$ cat src/rtl/hazard_ctrl.sv
// ---------------------------------------------------------------------------
// hazard_ctrl
//   Pipeline hazard controller for the 5-stage RV32I core (F/D/E/M/W).
//   Decides stall/flush controls for a single cycle from the current stage
//   contents and a small memory-wait FSM.
//
//   Ports
//     clk, rst_n              core clock, asynchronous active-low reset
//     rs1D, rs2D              D-stage source registers
//     use_rs1D, use_rs2D      D instruction really reads rs1 / rs2
//     rdE, reg_writeE         E-stage destination and write enable
//     mem_loadE               E load type (0 = not a load)
//     rdM, reg_writeM         M-stage destination and write enable
//     mem_loadM               M load type (0 = not a load)
//     mem_reqM, mem_readyM    M-stage data memory request / completion
//     branch_takenE           E-stage branch or jump redirects the PC
//     stallF/D/E/M            hold the PC and the F/D, D/E, E/M registers
//     flushD/E                clear the F/D or D/E register to a NOP
//     mem_err                 sticky memory-timeout error
//     lu_cnt, mw_cnt, fl_cnt  saturating load-use / mem-wait / flush counters
//     dbgState                current FSM state (RUN=0, MEM_WAIT=1, ERR=2)
//
//   Memory handshake: mem_reqM is held high by M for as long as its access
//   is outstanding; the access completes in the cycle where mem_readyM is
//   also high. A cycle with mem_reqM=1 and mem_readyM=0 is a wait cycle, and
//   the whole pipe is frozen for it.
// ---------------------------------------------------------------------------
module hazard_ctrl #(
    parameter int CNT_W   = 32,
    parameter int TIMEOUT = 255
) (
    input  logic             clk,
    input  logic             rst_n,
    input  logic [4:0]       rs1D,
    input  logic [4:0]       rs2D,
    input  logic             use_rs1D,
    input  logic             use_rs2D,
    input  logic [4:0]       rdE,
    input  logic             reg_writeE,
    input  logic [2:0]       mem_loadE,
    input  logic [4:0]       rdM,
    input  logic             reg_writeM,
    input  logic [2:0]       mem_loadM,
    input  logic             mem_reqM,
    input  logic             mem_readyM,
    input  logic             branch_takenE,
    output logic             stallF,
    output logic             stallD,
    output logic             stallE,
    output logic             stallM,
    output logic             flushD,
    output logic             flushE,
    output logic             mem_err,
    output logic [CNT_W-1:0] lu_cnt,
    output logic [CNT_W-1:0] mw_cnt,
    output logic [CNT_W-1:0] fl_cnt,
    output logic [1:0]       dbgState
);

    localparam int TW = (TIMEOUT < 1) ? 1 : $clog2(TIMEOUT + 1);
    localparam logic [TW-1:0] TIMEOUT_V = TW'(TIMEOUT);

    typedef enum logic [1:0] {
        RUN      = 2'd0,
        MEM_WAIT = 2'd1,
        ERR      = 2'd2
    } stateT;

    stateT         state;
    logic [TW-1:0] timer;

    logic loadE, loadM;
    logic mE, mM, lu, mw;
    logic ruleMw, ruleBr, ruleLu;

    // Only a real load into a non-zero register is a hazard source: non-load
    // results in M are forwarded to D, and x0 never carries a value.
    assign loadE = reg_writeE & (mem_loadE != 3'b000) & (rdE != 5'd0);
    assign loadM = reg_writeM & (mem_loadM != 3'b000) & (rdM != 5'd0);

    assign mE = loadE & ((use_rs1D & (rs1D == rdE)) | (use_rs2D & (rs2D == rdE)));
    assign mM = loadM & ((use_rs1D & (rs1D == rdM)) | (use_rs2D & (rs2D == rdM)));
    assign lu = mE | mM;
    assign mw = mem_reqM & ~mem_readyM;

    // Priority chain. Everything is forced low while reset is asserted so the
    // pipe is never frozen by stale inputs during reset.
    always_comb begin
        stallF = 1'b0;
        stallD = 1'b0;
        stallE = 1'b0;
        stallM = 1'b0;
        flushD = 1'b0;
        flushE = 1'b0;
        ruleMw = 1'b0;
        ruleBr = 1'b0;
        ruleLu = 1'b0;
        if (!rst_n) begin
            // all outputs stay low
        end else if (state == ERR) begin
            {stallF, stallD, stallE, stallM} = 4'b1111;
        end else if (mw) begin
            // A pending branch flush waits: E is held, so the branch is
            // seen again once the memory completes.
            {stallF, stallD, stallE, stallM} = 4'b1111;
            ruleMw = 1'b1;
        end else if (branch_takenE) begin
            // The dependent D instruction is squashed, so no load-use stall.
            flushD = 1'b1;
            flushE = 1'b1;
            ruleBr = 1'b1;
        end else if (lu) begin
            stallF = 1'b1;
            stallD = 1'b1;
            flushE = 1'b1;
            ruleLu = 1'b1;
        end
    end

    always_ff @(posedge clk or negedge rst_n) begin
        if (!rst_n) begin
            state  <= RUN;
            timer  <= '0;
            lu_cnt <= '0;
            mw_cnt <= '0;
            fl_cnt <= '0;
        end else begin
            unique case (state)
                RUN: begin
                    if (mw) begin
                        state <= MEM_WAIT;
                        timer <= TW'(1);
                    end
                end
                MEM_WAIT: begin
                    if (mw) begin
                        if (timer == TIMEOUT_V) begin
                            state <= ERR;
                        end else begin
                            timer <= timer + TW'(1);
                        end
                    end else begin
                        state <= RUN;
                        timer <= '0;
                    end
                end
                ERR: begin
                    // held until reset
                end
                default: begin
                    state <= RUN;
                    timer <= '0;
                end
            endcase

            if (ruleLu && (lu_cnt != '1)) lu_cnt <= lu_cnt + CNT_W'(1);
            if (ruleMw && (mw_cnt != '1)) mw_cnt <= mw_cnt + CNT_W'(1);
            if (ruleBr && (fl_cnt != '1)) fl_cnt <= fl_cnt + CNT_W'(1);
        end
    end

    assign mem_err  = (state == ERR);
    assign dbgState = state;

endmodule
$ cat config.mk
export PLATFORM = sky130hd
export DESIGN_NAME = hazard_ctrl
export DESIGN_NICKNAME = d
export VERILOG_FILES = /design/src/rtl/hazard_ctrl.sv
export SDC_FILE = /design/constraint.sdc
export NUM_CORES = 1
export LEC_CHECK = 0
export ABC_AREA = 1
export BUFFER_PORTS_ARGS = -buffer_cell sky130_fd_sc_hd__buf_2
export CAP_MARGIN = 15
export CORE_UTILIZATION = 51
export CTS_BUF_LIST = sky130_fd_sc_hd__clkbuf_4
export CTS_CLUSTER_DIAMETER = 120
export CTS_CLUSTER_SIZE = 30
export DETAILED_ROUTE_END_ITERATION = 7
export PLACE_DENSITY = 0.86
export SLEW_MARGIN = 30
export SYNTH_ARGS = -nofsm -noshare
export SYNTH_HDL_FRONTEND = slang
export SYNTH_SLANG_ARGS = --single-unit
$ cat constraint.sdc
create_clock -name clk -period 1.9 [get_ports clk]
set_input_delay 0.38 -clock clk [delete_from_list [all_inputs] [get_ports clk]]
set_output_delay 0.38 -clock clk [all_outputs]
set_load 0.02 [all_outputs]
==> Word level (Yosys, flattened, before mapping) <==
Cells that the tools add are included.
{ "word_totals": {"ff_bits": 106, "rom_bits": 0, "mem_count": 0, "mem_bits_rw": 0, "inputBits": 35, "latch_bits": 0, "word_cells": 77} }
{ "op_classes": {"multipliers": 0, "mux": 29, "reduce_logical": 10, "n_eq_ne": 13, "n_div": 0, "magnitude_cmp": 0, "bitwise": 16, "shifts": 0, "addsub": 4} }
{ "op_table": {"columns": ["cell", "n"], "rows": [
  ["adder 32 x 1 -> 32 bit, second input constant", 3],
  ["inequality test 32 bit, second input constant", 3],
  ["2-to-1 mux 8 bit", 3],
  ["case mux 8 bit (3 select lines)", 1],
  ["2-to-1 mux 1 bit", 21],
  ["equality test 5 bit", 4],
  ["bitwise AND 1 bit", 11],
  ["nonzero test 5 bit", 2],
  ["adder 8 x 1 -> 8 bit, second input constant", 1],
  ["equality test 8 bit, second input constant", 1],
  ["2-to-1 mux 2 bit", 3],
  ["inequality test 3 bit, second input constant", 2],
  ["case mux 2 bit (3 select lines)", 1],
  ["AND reduction 3 bit", 2],
  ["nonzero test 3 bit", 2],
  ["logical AND 1 bit", 3],
  ["bitwise OR 1 bit", 3],
  ["equality test 2 x 1 -> 1 bit, second input constant", 1],
  ["equality test 2 bit, second input constant", 1],
  ["zero test 2 bit", 1],
  ["inequality test 2 bit, second input constant", 1],
  ["inverter 1 bit", 2]
]} }

==> Depth between registers and ports, before layout <==
{ "logic_depth": {"depth_word": 11, "depth_mapped": 14, "depth_no_buf": 14} }

==> Worst setup path before layout <==
OpenSTA, ideal clock, no wires.
{ "synth_timing": {"path_kind": "flip-flop to output port", "startpoint": "register state[1], in the netlist dbgState[1]", "endpoint": "output port stallF", "setup_slack_ps": -372, "arrival_time_ps": 1892, "required_time_ps": 1520, "path_stages_with_launch": 8, "path_cell_list": "dfrtp_1 > inv_1 > nor2_1 > inv_1 > nand2_1 > inv_1 > a21oi_1 > buf_4"} }
{ "synth_between": {"elab_chain_cells": 3} }
{ "synth_lines": {"columns": ["element", "line", "source"], "rows": [
  ["from (decl)", "69", "stateT state;"],
  ["from (signal assigned)", "122", "state <= RUN;"],
  ["from (signal assigned)", "131", "state <= MEM_WAIT;"],
  ["from (signal assigned)", "138", "state <= ERR;"],
  ["equality test 2 bit", null, null],
  ["net mem_err", "53", "output logic mem_err,"],
  ["2-to-1 mux 1 bit", "100", "end else if (state == ERR) begin"],
  ["2-to-1 mux 1 bit", "98", "if (!rst_n) begin"],
  ["to (decl)", "47", "output logic stallF,"]
]} }
The timed path passes the listed nets, and every way through them passes these cells.

==> Final worst setup path <==
{ "layout_timing": {"startpoint": "register state[1], in the netlist dbgState[1]", "endpoint": "output port flushE"} }
{ "layout_between": {"elab_chain_cells": 3} }
{ "layout_lines": {"columns": ["element", "line", "source"], "rows": [
  ["equality test 2 bit", "100", null],
  ["2-to-1 mux 1 bit", "100", null],
  ["2-to-1 mux 1 bit", "98", null],
  ["to (decl)", "52", "output logic flushE,"]
]} }
Every way passes these cells.

==> impl_metrics.yaml <==
status:
  run_status: "finished with violations"
  failed_checks: "negative setup slack"
worst_setup_path:
  r2r_startpoint: "dbgState[1]"
  register_to_register_setup_slack_ns: -0.06
  setup.worst_path.end_class: "output pin"
  worst_setup_sp_type: "register"
  crit_type: "reg -> out"
  worstSetupStartpoint: "dbgState[1]"
  r2r.worst_path.cells: 11
  worstReg2RegEnd: "mw_cnt[26]"
  worst-path-max-fanout: 3
  crit_required_ns: 1.52
  cp.arrival_ns: 1.73
hold_path:
  hold_path_end: "dbgState[0]"
  hold_path_depth: 6
  min_from: "mem_reqM"
  worst_hold_path_type: "in -> reg"
pwr:
  switching_power_uw: 967
  power_per_cell_area_mw_per_mm2: 417
  clkPwrFrac: 0.312
  share_comb_of_total_power: 0.056
  worst_ir_drop_vdd_mv: 0.347
  power_frac_seq: 0.631
  power.share.switching: 0.270
  total_leakage_power_uw: 0.00452
  power_report.internal_total_uw: 2610
synthesis:
  synth-seq-area-share: 0.419
  mappedNetlistArea_mm2: 0.00632
  synthesized_area_divided_by_synthesized_cell_count_um2: 7.20
  post-synth-top-area-cell: "sky130_fd_sc_hd__dfrtp_1"
  postSynthRegisterBits: 106
  synthesis.instances: 878
  synth_top_area_share: 0.419
  synth.area.top_cells: "sky130_fd_sc_hd__dfrtp_1, sky130_fd_sc_hd__nand2_1, sky130_fd_sc_hd__nor2_1, sky130_fd_sc_hd__inv_1, sky130_fd_sc_hd__xor2_1"
  ys_types: 28
  yosys_warnings: 0
  syn-num-nets: 917
cts:
  clock_latency_ns: 0.50
  clock_buffers_created_by_tritoncts: 9
  cts.sink_count: 106
  clock_tree.root_cell: "sky130_fd_sc_hd__clkbuf_4"
  cts_tree: "done"
  clk_pin_slew_worst_paths_ns: 0.16
  clock_tree.buffer_depth: 2
  cts-htree-levels: 3
floorplanning:
  dieWidth_um: 113
  core.rowCount: 40
  floorplan.die.height_um: 113
  num_io_pins: 140
  floorplan.initialDensity: 0.524
  design.core.area_mm2: 0.0121
  die-area_mm2: 0.0129
global_routing:
  first_pass_grt_wire_length_um: 27300
  grt_pass1_vias: 6112
  grt_antenna_before_repair: 0
  grt_overflow: 0
  grt_util_all_layers: 0.263
  grt_max_degree: 59
routing:
  ant_nets: 0
  drt-vias-per-instance: 5.21
  wire_per_inst_um: 14.0
  detail_route.first_pass.iterations: 5
  wirelength_um: 18100
  detail_route.drc_violations: 0
  drt-initial-drc-count: 515
  vias: 6748
cells_and_area:
  filler_cells_inserted: 900
  drive_gt1_frac: 0.314
  nets: 1161
  diodes: 0
  layoutNonFillerInstCount: 1295
  area_delta_synth_final_pct: 35.6
sta:
  tightest_hold_margin_ns: 0.458
  post-route-period-util: 1.11
  rsz0062_at_grt: "yes"
  timing.clock.skew_ns: 0.0158
  finalSetupViolCount: 18
  slew_viol_final: 0
  worst_tran_pin_value_ns: 0.655
  max_clock_freq_ghz: 0.474
  maxSlewHeadroom: 0.564
  hold_vio_cnt_final: 0
  final_critical_path_setup_slack_ns: -0.212
  period_needed_ns: 2.11
placed_design:
  place_inst: 1243
  place_hpwl_um: 12100
  port_buffers: 139
  gp_routability_congestion: 0.870
run:
  max-cap-violations: 0
[worst max-delay path: stages, from the launching register on]
cell and delay [ns]:
sky130_fd_sc_hd__dfrtp_2 0.45, sky130_fd_sc_hd__inv_2 0.08, sky130_fd_sc_hd__nor2_4 0.05, sky130_fd_sc_hd__inv_2 0.06, sky130_fd_sc_hd__nand2_4 0.06, sky130_fd_sc_hd__nor3_4 0.22
sky130_fd_sc_hd__inv_1 0.09, sky130_fd_sc_hd__nand2_2 0.10, sky130_fd_sc_hd__buf_6 0.12
[timing repair]
| action | CTS | global route |
|---|---|---|
| pin swaps | 13 | 40 |
| gates cloned | 1 | 2 |
| hold endpoints to repair | 48 | 0 |
| hold buffers | 1 | 0 |
| endpoints found under the setup margin | 31 | 76 |
| resized for setup | 34 | 83 |
| setup buffers | 9 | 23 |
[logic make-up after synthesis]
logic type                 count (synthesis)  share of synthesized area
AOI/OAI and AO/OA                         32                     0.0261
buffers and inverters                    121                     0.0781
adders and majority gates                  4                    0.00791
xor gates and xnor gates                  63                     0.0872
and+or+nand+nor                          552                      0.381
DFF                                      106                      0.419
[power groups by stage]
| stage | clock network [uW] | registers (uW) | logic (uW) |
|---|---|---|---|
| 2_1_floorplan | 0 | 2300 | 75.0 |
| 3_3_place_gp | 0 | 2300 | 189 |
| 3_5_place_dp | 0 | 2300 | 190 |
| 4_1_cts | 1140 | 2260 | 202 |
| 5_1_grt | 1220 | 2260 | 231 |
| 6_report | 1120 | 2260 | 202 |
[through the flow]
stage	area [um2]	setup WS (ns)	util	setup TNS, ns	power, uW
2_1_floorplan	6350	0.000352	-	0	2370
3_3_place_gp	7730	-0.0608	0.641	-0.136	2490
3_5_place_dp	7730	-0.0561	0.641	-0.524	2490
4_1_cts	8080	-0.224	0.670	-1.04	3600
5_1_grt	8580	-0.289	0.711	-6.11	3710
6_report	8580	-0.212	0.711	-1.18	3580
[sequential cells by signal, indices dropped and copies added, names as in the netlist]
name      cells
timer         8
dbgState      2
lu_cnt       32
fl_cnt       32
mw_cnt       32
[final cells by class]
class / instances / area [um2] / area share
multi-input cells: 651 / 3540 / 0.412
flip-flops and latches: 106 / 2660 / 0.310
repair buffers: 245 / 1640 / 0.191
inverters: 109 / 415 / 0.0484
well taps: 168 / 210 / 0.0245
clock buffers: 9 / 67.6 / 0.00788
clock inverters: 7 / 52.6 / 0.00613
[cell usage in the layout, fill, tap and decap left out, types with 3 or more instances in the layout]
cell type	synthesis	routed
sky130_fd_sc_hd__dfrtp_1	106	101
sky130_fd_sc_hd__o21ai_1	0	3
sky130_fd_sc_hd__clkbuf_4	0	9
sky130_fd_sc_hd__nand2_1	297	271
sky130_fd_sc_hd__nor2_1	110	94
sky130_fd_sc_hd__o21ai_0	25	22
sky130_fd_sc_hd__buf_2	5	132
sky130_fd_sc_hd__xnor2_1	29	29
sky130_fd_sc_hd__nor3_4	1	4
sky130_fd_sc_hd__inv_6	0	3
sky130_fd_sc_hd__dfrtp_2	0	5
sky130_fd_sc_hd__nand3_1	40	34
sky130_fd_sc_hd__inv_2	0	6
sky130_fd_sc_hd__nor3_2	2	8
sky130_fd_sc_hd__buf_4	3	93
sky130_fd_sc_hd__nor3_1	40	31
sky130_fd_sc_hd__nor2_2	5	10
sky130_fd_sc_hd__nand3_2	3	6
sky130_fd_sc_hd__inv_1	108	101
sky130_fd_sc_hd__nand2_4	0	6
sky130_fd_sc_hd__buf_6	3	14
sky130_fd_sc_hd__nand3_4	0	3
sky130_fd_sc_hd__buf_12	0	3
sky130_fd_sc_hd__nor4_1	7	5
sky130_fd_sc_hd__nor2_4	5	16
sky130_fd_sc_hd__a21oi_1	5	4
sky130_fd_sc_hd__nand2_2	2	22
sky130_fd_sc_hd__nand3b_1	12	12
sky130_fd_sc_hd__xor2_1	34	34
sky130_fd_sc_hd__nand4_1	26	26
[metal layers]
layer / GRT usage / share of wire / up-vias / wire length [um]
met5: 0 / 0 / - / 0
met4: 0.0965 / 0.028 / 0 / 516
met3: 0.0396 / 0.056 / 52 / 1020
met2: 0.457 / 0.50 / 292 / 9010
met1: 0.333 / 0.42 / 3156 / 7570
li1: - / - / 3248 / -
[cells in the mapped netlist]
master                     count
sky130_fd_sc_hd__nor2_2        5
sky130_fd_sc_hd__buf_4         3
sky130_fd_sc_hd__nand3b_1     12
sky130_fd_sc_hd__nor3_4        1
sky130_fd_sc_hd__inv_1       108
sky130_fd_sc_hd__nor4_1        7
sky130_fd_sc_hd__nor3_2        2
sky130_fd_sc_hd__clkbuf_1      1
sky130_fd_sc_hd__dfrtp_1     106
sky130_fd_sc_hd__nand2_1     297
sky130_fd_sc_hd__nand3_1      40
sky130_fd_sc_hd__xor2_1       34
sky130_fd_sc_hd__clkinv_1      1
sky130_fd_sc_hd__nand3_2       3
sky130_fd_sc_hd__nand2_2       2
sky130_fd_sc_hd__ha_1          4
sky130_fd_sc_hd__o21ai_0      25
sky130_fd_sc_hd__nor2_1      110
sky130_fd_sc_hd__nand4_2       1
sky130_fd_sc_hd__xnor2_1      29
sky130_fd_sc_hd__nor2_4        5
sky130_fd_sc_hd__buf_2         5
sky130_fd_sc_hd__buf_6         3
sky130_fd_sc_hd__a21oi_1       5
sky130_fd_sc_hd__nand4_1      26
sky130_fd_sc_hd__nor3_1       40
sky130_fd_sc_hd__nor3b_1       1
sky130_fd_sc_hd__o31ai_1       2
[how the worst max path moves through the flow]
stage / cells past startpoint / to
floorplan: 13 / lu_cnt[30]
global placement: 12 / stallD
detailed placement: 12 / stallD
CTS: 8 / flushE
global route: 8 / flushE
finish: 8 / flushE
Power figures use the tool's default switching activity.
